[config.mk]
export PLATFORM = sky130hd
export DESIGN_NAME = lzs_bit_packer
export DESIGN_NICKNAME = d
export VERILOG_FILES = /design/src/rtl/lzs_bit_packer.sv
export SDC_FILE = /design/constraint.sdc
export NUM_CORES = 1
export LEC_CHECK = 0
export CAP_MARGIN = 25
export CELL_PAD_IN_SITES_DETAIL_PLACEMENT = 1
export CELL_PAD_IN_SITES_GLOBAL_PLACEMENT = 1
export CORE_ASPECT_RATIO = 1.4
export CORE_MARGIN = 5
export CORE_UTILIZATION = 42
export CTS_BUF_LIST = sky130_fd_sc_hd__clkbuf_4
export DETAILED_ROUTE_END_ITERATION = 8
export PLACE_DENSITY = 0.83
export SYNTH_ARGS = -nofsm -noshare
export SYNTH_HDL_FRONTEND = slang
export SYNTH_SLANG_ARGS = --single-unit
[constraint.sdc]
create_clock -name clk -period 4.85 [get_ports clk]
set_clock_uncertainty 0.15 [all_clocks]
set_input_delay 0.7275 -clock clk [delete_from_list [all_inputs] [get_ports clk]]
set_output_delay 0.7275 -clock clk [all_outputs]
set_load 0.02 [all_outputs]
[src/rtl/lzs_bit_packer.sv]
// LZS encoder bit packer: MSB-first variable-width codes into big-endian 16-bit words.
// Flush zero-pads and drains the final partial word, then pulses done.
module lzs_bit_packer #(
  parameter int IN_WIDTH  = 13,
  parameter int LZF_WIDTH = 20
) (
  input  logic                 clk,
  input  logic                 rst,
  input  logic                 code_valid,
  input  logic [IN_WIDTH-1:0]  code_data,
  input  logic [3:0]           code_width,
  output logic                 code_ready,
  input  logic                 flush,
  output logic                 word_valid,
  output logic [15:0]          word_data,
  input  logic                 word_ready,
  output logic                 done,
  output logic [LZF_WIDTH-1:0] byte_count
);

  typedef enum logic {RUN, FLUSH} state_t;

  localparam logic [5:0] MAX_CNT = 6'(32 - IN_WIDTH);

  state_t              state;
  logic [31:0]         acc;
  logic [5:0]          cnt;

  logic                emit;
  logic                accept;
  logic [5:0]          cnt_ae;
  logic [31:0]         acc_ae;
  logic [IN_WIDTH-1:0] mask;
  logic [IN_WIDTH-1:0] code_m;
  logic [5:0]          sh;
  logic [31:0]         ins;

  assign word_valid = (state == RUN) ? (cnt >= 6'd16)
                                     : (cnt != 6'd0);
  assign word_data  = acc[31:16];
  assign emit       = word_valid & word_ready;

  always_comb begin
    cnt_ae = cnt;
    if (emit)
      cnt_ae = (cnt >= 6'd16) ? cnt - 6'd16 : 6'd0;
  end

  assign acc_ae = emit ? {acc[15:0], 16'h0000} : acc;

  assign code_ready = (state == RUN) & (cnt_ae <= MAX_CNT);
  assign accept     = code_valid & code_ready;

  // Shifting all-ones past the top leaves zero, so width IN_WIDTH masks nothing.
  assign mask   = ~({IN_WIDTH{1'b1}} << code_width);
  assign code_m = code_data & mask;
  assign sh     = 6'd32 - cnt_ae - {2'b00, code_width};
  assign ins    = 32'(code_m) << sh;

  always_ff @(posedge clk) begin
    if (rst) begin
      state      <= RUN;
      acc        <= '0;
      cnt        <= '0;
      done       <= 1'b0;
      byte_count <= '0;
    end else begin
      done <= 1'b0;
      if (emit)
        byte_count <= byte_count + LZF_WIDTH'(2);
      unique case (state)
        RUN: begin
          if (accept) begin
            acc <= acc_ae | ins;
            cnt <= cnt_ae + {2'b00, code_width};
          end else begin
            acc <= acc_ae;
            cnt <= cnt_ae;
          end
          if (flush & ~code_valid)
            state <= FLUSH;
        end
        FLUSH: begin
          if (cnt_ae == 6'd0) begin
            done  <= 1'b1;
            state <= RUN;
            acc   <= '0;
            cnt   <= '0;
          end else begin
            acc <= acc_ae;
            cnt <= cnt_ae;
          end
        end
        default: state <= RUN;
      endcase
    end
  end

endmodule

==> results.md <==
- Std cell rows: 45
- CTS tree: yes
- Die Height: 134 um
- Min-delay src: acc[10]
- Synth top area share: 25.6%
- FF-to-FF Start: cnt[5]
- CTS HTree Levels: 3
- Worst-path fanout max: 7
- Die width: 98.6 um
- Count leader, synth: nand2_1
- Leak pwr: 1.89 nW
- Syn Inst Count: 597
- Hold path cells: 2
- CTS Buf Count: 9
- Via count: 4666
- Total power: 0.00171 W
- Critical setup path kind: primary input to register
- Reg2reg end: acc[28]
- Post-CTS Resized: 0
- Status: finished clean
- Grt total ovfl: 0
- Number of global-route vias before repair: 4891
- Detail Route Antenna Nets: 0
- Port buffer count: 59
- Crit path max-delay family: simple AND/OR/NAND/NOR gates
- Post-synthesis register bit count: 59
- Mapped Avg Cell Area: 7.73 um^2
- Worst Path Required: 5.00 ns
- Vias per std cell: 6.02
- Fmax: 239 MHz
- CP max-delay cell: clkdlybuf4s50_1
- Wire length of the first global-routing pass: 24400 um
- Hold Path Class: register to register
- Clk buf depth: 2
- Setup TNS: 0 ns
- Pwr per Cell Area: 321 nW/um^2
- Clk_lat worst skew: 0.43 ns
- DIE AREA: 13200 um^2
- Hold-fix buffers at CTS: 0
- Sequential element share of the synthesized area: 25.6%
- Cell area after synthesis: 4610 um^2
- Initial Util: 42.7%
- Area grow syn2layout: 15.4%
- Clk Tree Root Cell: clkbuf_4
- Worst Setup Start Kind: primary input
- Min cycle time layout: 4.18 ns
- Hpwl dp: 11500 um
- Clock Pin Slew Worst Setup and Hold Paths: 0.10 ns
- RSZ-0062 raised after global routing: no
- Worst relative slew slack: 37.6%
- Hold Fails Final Rpt: 0
- DR iter-0 viols: 202
- Synth Flop Type: dfxtp_1
- Initial antenna violation count: 1
- Drt wl/cell: 19.0 um
- Detailed-route DRC error count: 0
- Worst reg2reg setup slack: 1.08 ns
- Dominant cell type by area after synthesis: dfxtp_1
- Post-Route WL: 14800 um
- Synth warn: 0
- Post-CTS Setup Repair Bufs: 0
- Max-cap violations: 0
- Leading post-synthesis cells by cell area: dfxtp_1 (26%), nand2_1 (6.3%), a21oi_1 (4.2%)
- Syn_nets: 634
- Count of cell types in the netlist: 85
- FFs w/ async S/R, synth: 0%
- Global router's overall resource usage: 22.5%
- Clock Sink Count: 59
- Pin count of the biggest net entering global routing: 44
- Count of buffer and inverter cells on the critical path: 2
- Reg2Reg Depth: 12
- Share of cells above drive strength 1: 10.3%
- Ports: 61
- Core box area: 10800 um^2
- Slew @ Worst Pin: 0.935 ns
- Peak supply drop: 121 uV
- Gp weighted congestion: 0.949
- Pins over their slew limit: 0
- # setup viols final: 0
- WHS Endpoint: acc[10]
- Crit path capture type: register
- Drt first pass iters: 6
- Fin crit share: 86.3%
- Most used cell, CP: ha_1
- Nets: 665
- Synth cell count leaders: nand2_1 (78), dfxtp_1 (59), nor2_1 (50)
- Post-synth EDFFs: 0
- Worst Path Arrival: 4.33 ns
- CP Cell Sequence: clkdlybuf4s50_1 -> nand4bb_1 -> and2_1 -> ha_1 -> inv_1 -> ha_1 -> fa_1 -> a31oi_1 -> mux2_2 -> nand3_1 -> nor2b_1 -> a32oi_1 -> o211ai_1
- Largest stage delay on the critical path: 0.63 ns
==> layout make-up <==
| class | count | area [um^2] |
|---|---|---|
| Sequential cell | 59 | 1180 |
| Clock inverter | 6 | 80.1 |
| Fill cell | 1370 | 5490 |
| Clock buffer | 10 | 75.1 |
| Tap cell | 141 | 176 |
| Antenna cell | 1 | 2.50 |
| Multi-Input combinational cell | 460 | 3020 |
| Inverter | 24 | 90.1 |
| Timing Repair Buffer | 74 | 703 |
==> per-stage QoR <==
| stage | hold WS [ns] | instances | instance area [um^2] | worst slack, ns | util, % |
|---|---|---|---|---|---|
| finish | 0.313 | 775 | 5330 | 0.666 | 49.3 |
| global route | 0.342 | 775 | 5330 | 0.387 | 49.3 |
| CTS | 0.320 | 774 | 5320 | 0.702 | 49.2 |
| detailed placement | 0.297 | 758 | 5170 | 0.281 | 47.8 |
| global placement | 0.287 | 758 | 5170 | 0.430 | 47.8 |
| floorplan | 0.275 | 597 | 4610 | 1.10 | - |
==> report_power, final <==
part	internal, W	switching [W]	total (W)
Sequential	0.000521	0.0000224	0.000543
Clock	0.000211	0.000192	0.000402
Combinational	0.000284	0.000482	0.000766
Total	0.00102	0.000696	0.00171
==> cells by family (layout without fill, tap and decap cells) <==
| group | count (synthesis) | count (layout) | share of synthesized area [%] |
|---|---|---|---|
| adders and majority gates | 15 | 15 | 4.56 |
| and+or+nand+nor | 239 | 239 | 26.5 |
| muxes | 18 | 18 | 4.07 |
| xor gates and xnor gates | 18 | 18 | 3.42 |
| AOI/OAI and AO/OA | 169 | 169 | 26.8 |
| buffers and inverters | 78 | 114 | 9.03 |
| other | 1 | 2 | 0.0813 |
| DFF | 59 | 59 | 25.6 |
==> per-layer routing <==
| layer | part of all wire, % | vias up | track usage, % |
|---|---|---|---|
| li1 | - | 2236 | - |
| met1 | 40 | 2262 | 25.1 |
| met2 | 52 | 132 | 41.8 |
| met3 | 3.7 | 36 | 2.60 |
| met4 | 3.5 | 0 | 10.6 |
| met5 | 0 | - | 0 |
==> registers in the layout, summed over array words and instances, names as in the netlist <==
register / count
byte_count: 19
cnt: 6
done: 1
acc: 32
state: 1
==> worst reg2reg max path, delay by kind of cell, from the launching register on <==
family | cells | cell delay (ns)
AOI/OAI and AO/OA | 3 | 0.57
adders and majority gates | 3 | 0.95
buffers and inverters | 1 | 0.05
DFF | 1 | 0.43
muxes | 1 | 0.42
and+or+nand+nor | 4 | 1.07
==> layout by cell type (no fill, tap or decap), drive strengths merged, types with 11 or more instances in the layout <==
master / n
a21oi: 40
clkdlybuf4s50: 59
a22oi: 12
nor2: 52
nor3: 17
buf: 15
inv: 23
ha: 12
nand3: 18
or3: 11
nor4: 14
mux2i: 15
o21ai: 31
nand2: 78
dfxtp: 59
==> how the worst max path moves through the flow <==
| stage | end | slack [ns] | depth (start not counted) | start |
|---|---|---|---|---|
| 2_1_floorplan | acc[15] | 1.10 | 14 | word_ready |
| 5_1_grt | acc[28] | 0.39 | 13 | word_ready |
| 3_5_place_dp | acc[28] | 0.28 | 13 | word_ready |
| 3_3_place_gp | acc[17] | 0.43 | 12 | word_ready |
| 6_report | acc[28] | 0.67 | 13 | word_ready |
| 4_1_cts | acc[28] | 0.70 | 13 | word_ready |
No activity file was read; power rests on OpenSTA's default activity.
==> variant: new RTL, same flow settings <==
The parameter `IN_WIDTH` goes from 13 to 15.
--- a/src/rtl/lzs_bit_packer.sv
+++ b/src/rtl/lzs_bit_packer.sv
@@ -1,7 +1,7 @@
 // LZS encoder bit packer: MSB-first variable-width codes into big-endian 16-bit words.
 // Flush zero-pads and drains the final partial word, then pulses done.
 module lzs_bit_packer #(
-  parameter int IN_WIDTH  = 13,
+  parameter int IN_WIDTH  = 15,
   parameter int LZF_WIDTH = 20
 ) (
   input  logic                 clk,
Interface: changed (resized code_data); port bits go from 61 to 63. The function was not compared with the original's and may differ.
==> variant against the unedited design <==
- routed wire length decreased by 9.7%
- setup slack got worse by 220 ps
- sequential cell count unchanged
- register-to-register slack got worse by 320 ps
- total power decreased by 1.4%
- cell area decreased by 3.8%
- final cell count decreased by 4.4%
- sequential share of layout area increased by 0.88 points
- area after synthesis decreased by 6.9%
- synthesized cell count decreased by 7.2%
==> variant: results (changes against the unedited design) <==
stage	metric	value	unit	change
power_and_ir_drop	static-leakage-power	1.852	nW	-2.0%
global_routing	grt_pass1_wl	22130	µm	-9.4%
logic_synthesis	synth-edff-count	0		unchanged
placed_design	gp_congestion	0.9014		-5.0%
cells_and_area	drive_gt1_share	9.421	%	-0.85 points
critical_path	crit_arrival	4580	ps	+250 ps
logic_synthesis	synth_cell_types	76		-11%
logic_synthesis	yosys_warnings	0		unchanged
global_routing	use_met1	25.83	%	+0.75 points
logic_synthesis	async_flop_share	0	%	unchanged
cells_and_area	finalNetCount	642		-3.5%
global_routing	met3_usage	3.659	%	+1.1 points
cts	cts_setup_buffers	0		unchanged
cts	cts_max_level	3		unchanged
placed_design	hpwl	10210	µm	-11%
logic_synthesis	synth.yosys.seq_area_share	27.51	%	+1.9 points
logic_synthesis	synthTopCellsByCount	nand2_1 (64), nor2_1 (60), dfxtp_1 (59)		
route	vias	4408		-5.5%
cts	cts_root_buf	clkbuf_4		
cts	cts_resized	0		unchanged
route	antenna_left	0		unchanged
global_routing	antenna_found_initial	1		unchanged
route	drc	0		unchanged
flow_run	maxCapViolations	0		unchanged
cts	path_clk_slew	110	ps	
power_and_ir_drop	ir_drop	0.1406	mV	+16%
min_path	hold_class	flop to flop		
status	status	finished, final reports clean		
route	wl_per_cell	17.98	µm	-5.5%
logic_synthesis	synth_area_leaders	dfxtp_1 (28%), nand2_1 (5.6%), nor2_1 (5.2%), ha_1 (4.1%), mux2i_1 (4.0%)		
placed_design	port_buffers	61		+3.4%
sta	worstMarginPinSlew	1033	ps	+97.94 ps
cts	cts_max_path_buffers	2		unchanged
placed_design	post_dp_cell_area	4994	µm²	-3.4%
global_routing	grt_util_met2	41.32	%	-0.48 points
cells_and_area	reg_top3	acc x32, byte_count x19, cnt x6		
logic_synthesis	syn_nets	595		-6.2%
route	drt_iter0_markers	296		+47%
critical_path	crit_path_max_fanout	9		+2
global_routing	track_usage	22.36	%	-0.087 points
cts	clk_latency	410	ps	-20 ps
global_routing	grt_max_degree	38		-14%
global_routing	grt_pass1_vias	4493		-8.1%
cts	numCtsBuffers	9		unchanged
route	dr.pass1.iters	6		unchanged
[variant: changes by cell type in the layout (fill, tap and decap cells not counted), moves of 5 or more]
cell / unedited run / this run
inv_1: 22 / 17
a22oi_1: 11 / 6
nand2_1: 78 / 64
nor2_1: 50 / 60
or3_1: 10 / 2
nand2b_1: 8 / 3
buf_4: 15 / 24
a311oi_1: 6 / 1
mux2_2: 3 / 10
nor4_1: 12 / 3
a21oi_1: 39 / 33
[variant: cell families after synthesis]
group,Yosys count,share of synthesized area [%]
compound gates,152,24.88
xor+xnor,23,4.691
fa+ha+maj,17,5.478
buf+inv,68,7.721
flops,59,27.51
mux,27,6.585
other cells,1,0.08733
simple gates,207,23.05
[variant: layout make-up]
type	instances	area (µm²)
antenna	1	2.502
clock buffer	11	82.58
clock inverter	4	42.54
fill	1237	4832
inverter	19	71.32
multi-input combinational	427	2781
sequential	59	1181
tap	135	168.9
timing repair buffer	85	790.8
[variant: path summary, 6_finish.rpt]
path                            startpoint      end  slack (ps)  cells after the start
worst min register to register     acc[13]  acc[13]         310                      2
worst max-delay path            word_ready  acc[18]         440                     14
worst max register to register       state  acc[18]         760                     13
worst min-delay path               acc[13]  acc[13]         310                      2
[variant: power breakdown]
part / leakage [nW] / internal (mW) / switching (mW)
sequential: 0.478 / 0.526 / 0.0277
combinational: 1.30 / 0.309 / 0.485
clock: 0.0718 / 0.162 / 0.178
[variant: worst max-delay path: stages]
cell,delay (ps)
clkdlybuf4s50_1,470
nor3b_1,320
nand2_1,150
and2_1,220
ha_1,300
inv_1,50
ha_1,220
fa_1,470
nor4b_1,370
a2111oi_1,120
nand4_2,110
or2_0,490
nor2_1,180
a221o_1,380
[variant: per-stage QoR]
step	hold WS, ps	std cells	setup WS, ps	power, mW	util (%)
after floorplan	274.4	554	1100	1.113	-
after global placement	284.7	725	227.7	1.325	50.17
after detailed placement	291.0	725	28.55	1.348	50.17
after CTS	313.0	740	489.6	1.691	51.43
after global routing	355.8	741	224.5	1.795	51.45
final	309.3	741	444.1	1.688	51.45
[variant: per-layer routing]
metal	wire length, µm	vias up	share of wire [%]
li1	-	2094	-
met1	5565	2178	42
met2	6899	112	52
met3	574	24	4.3
met4	286	0	2.1
met5	0	-	0
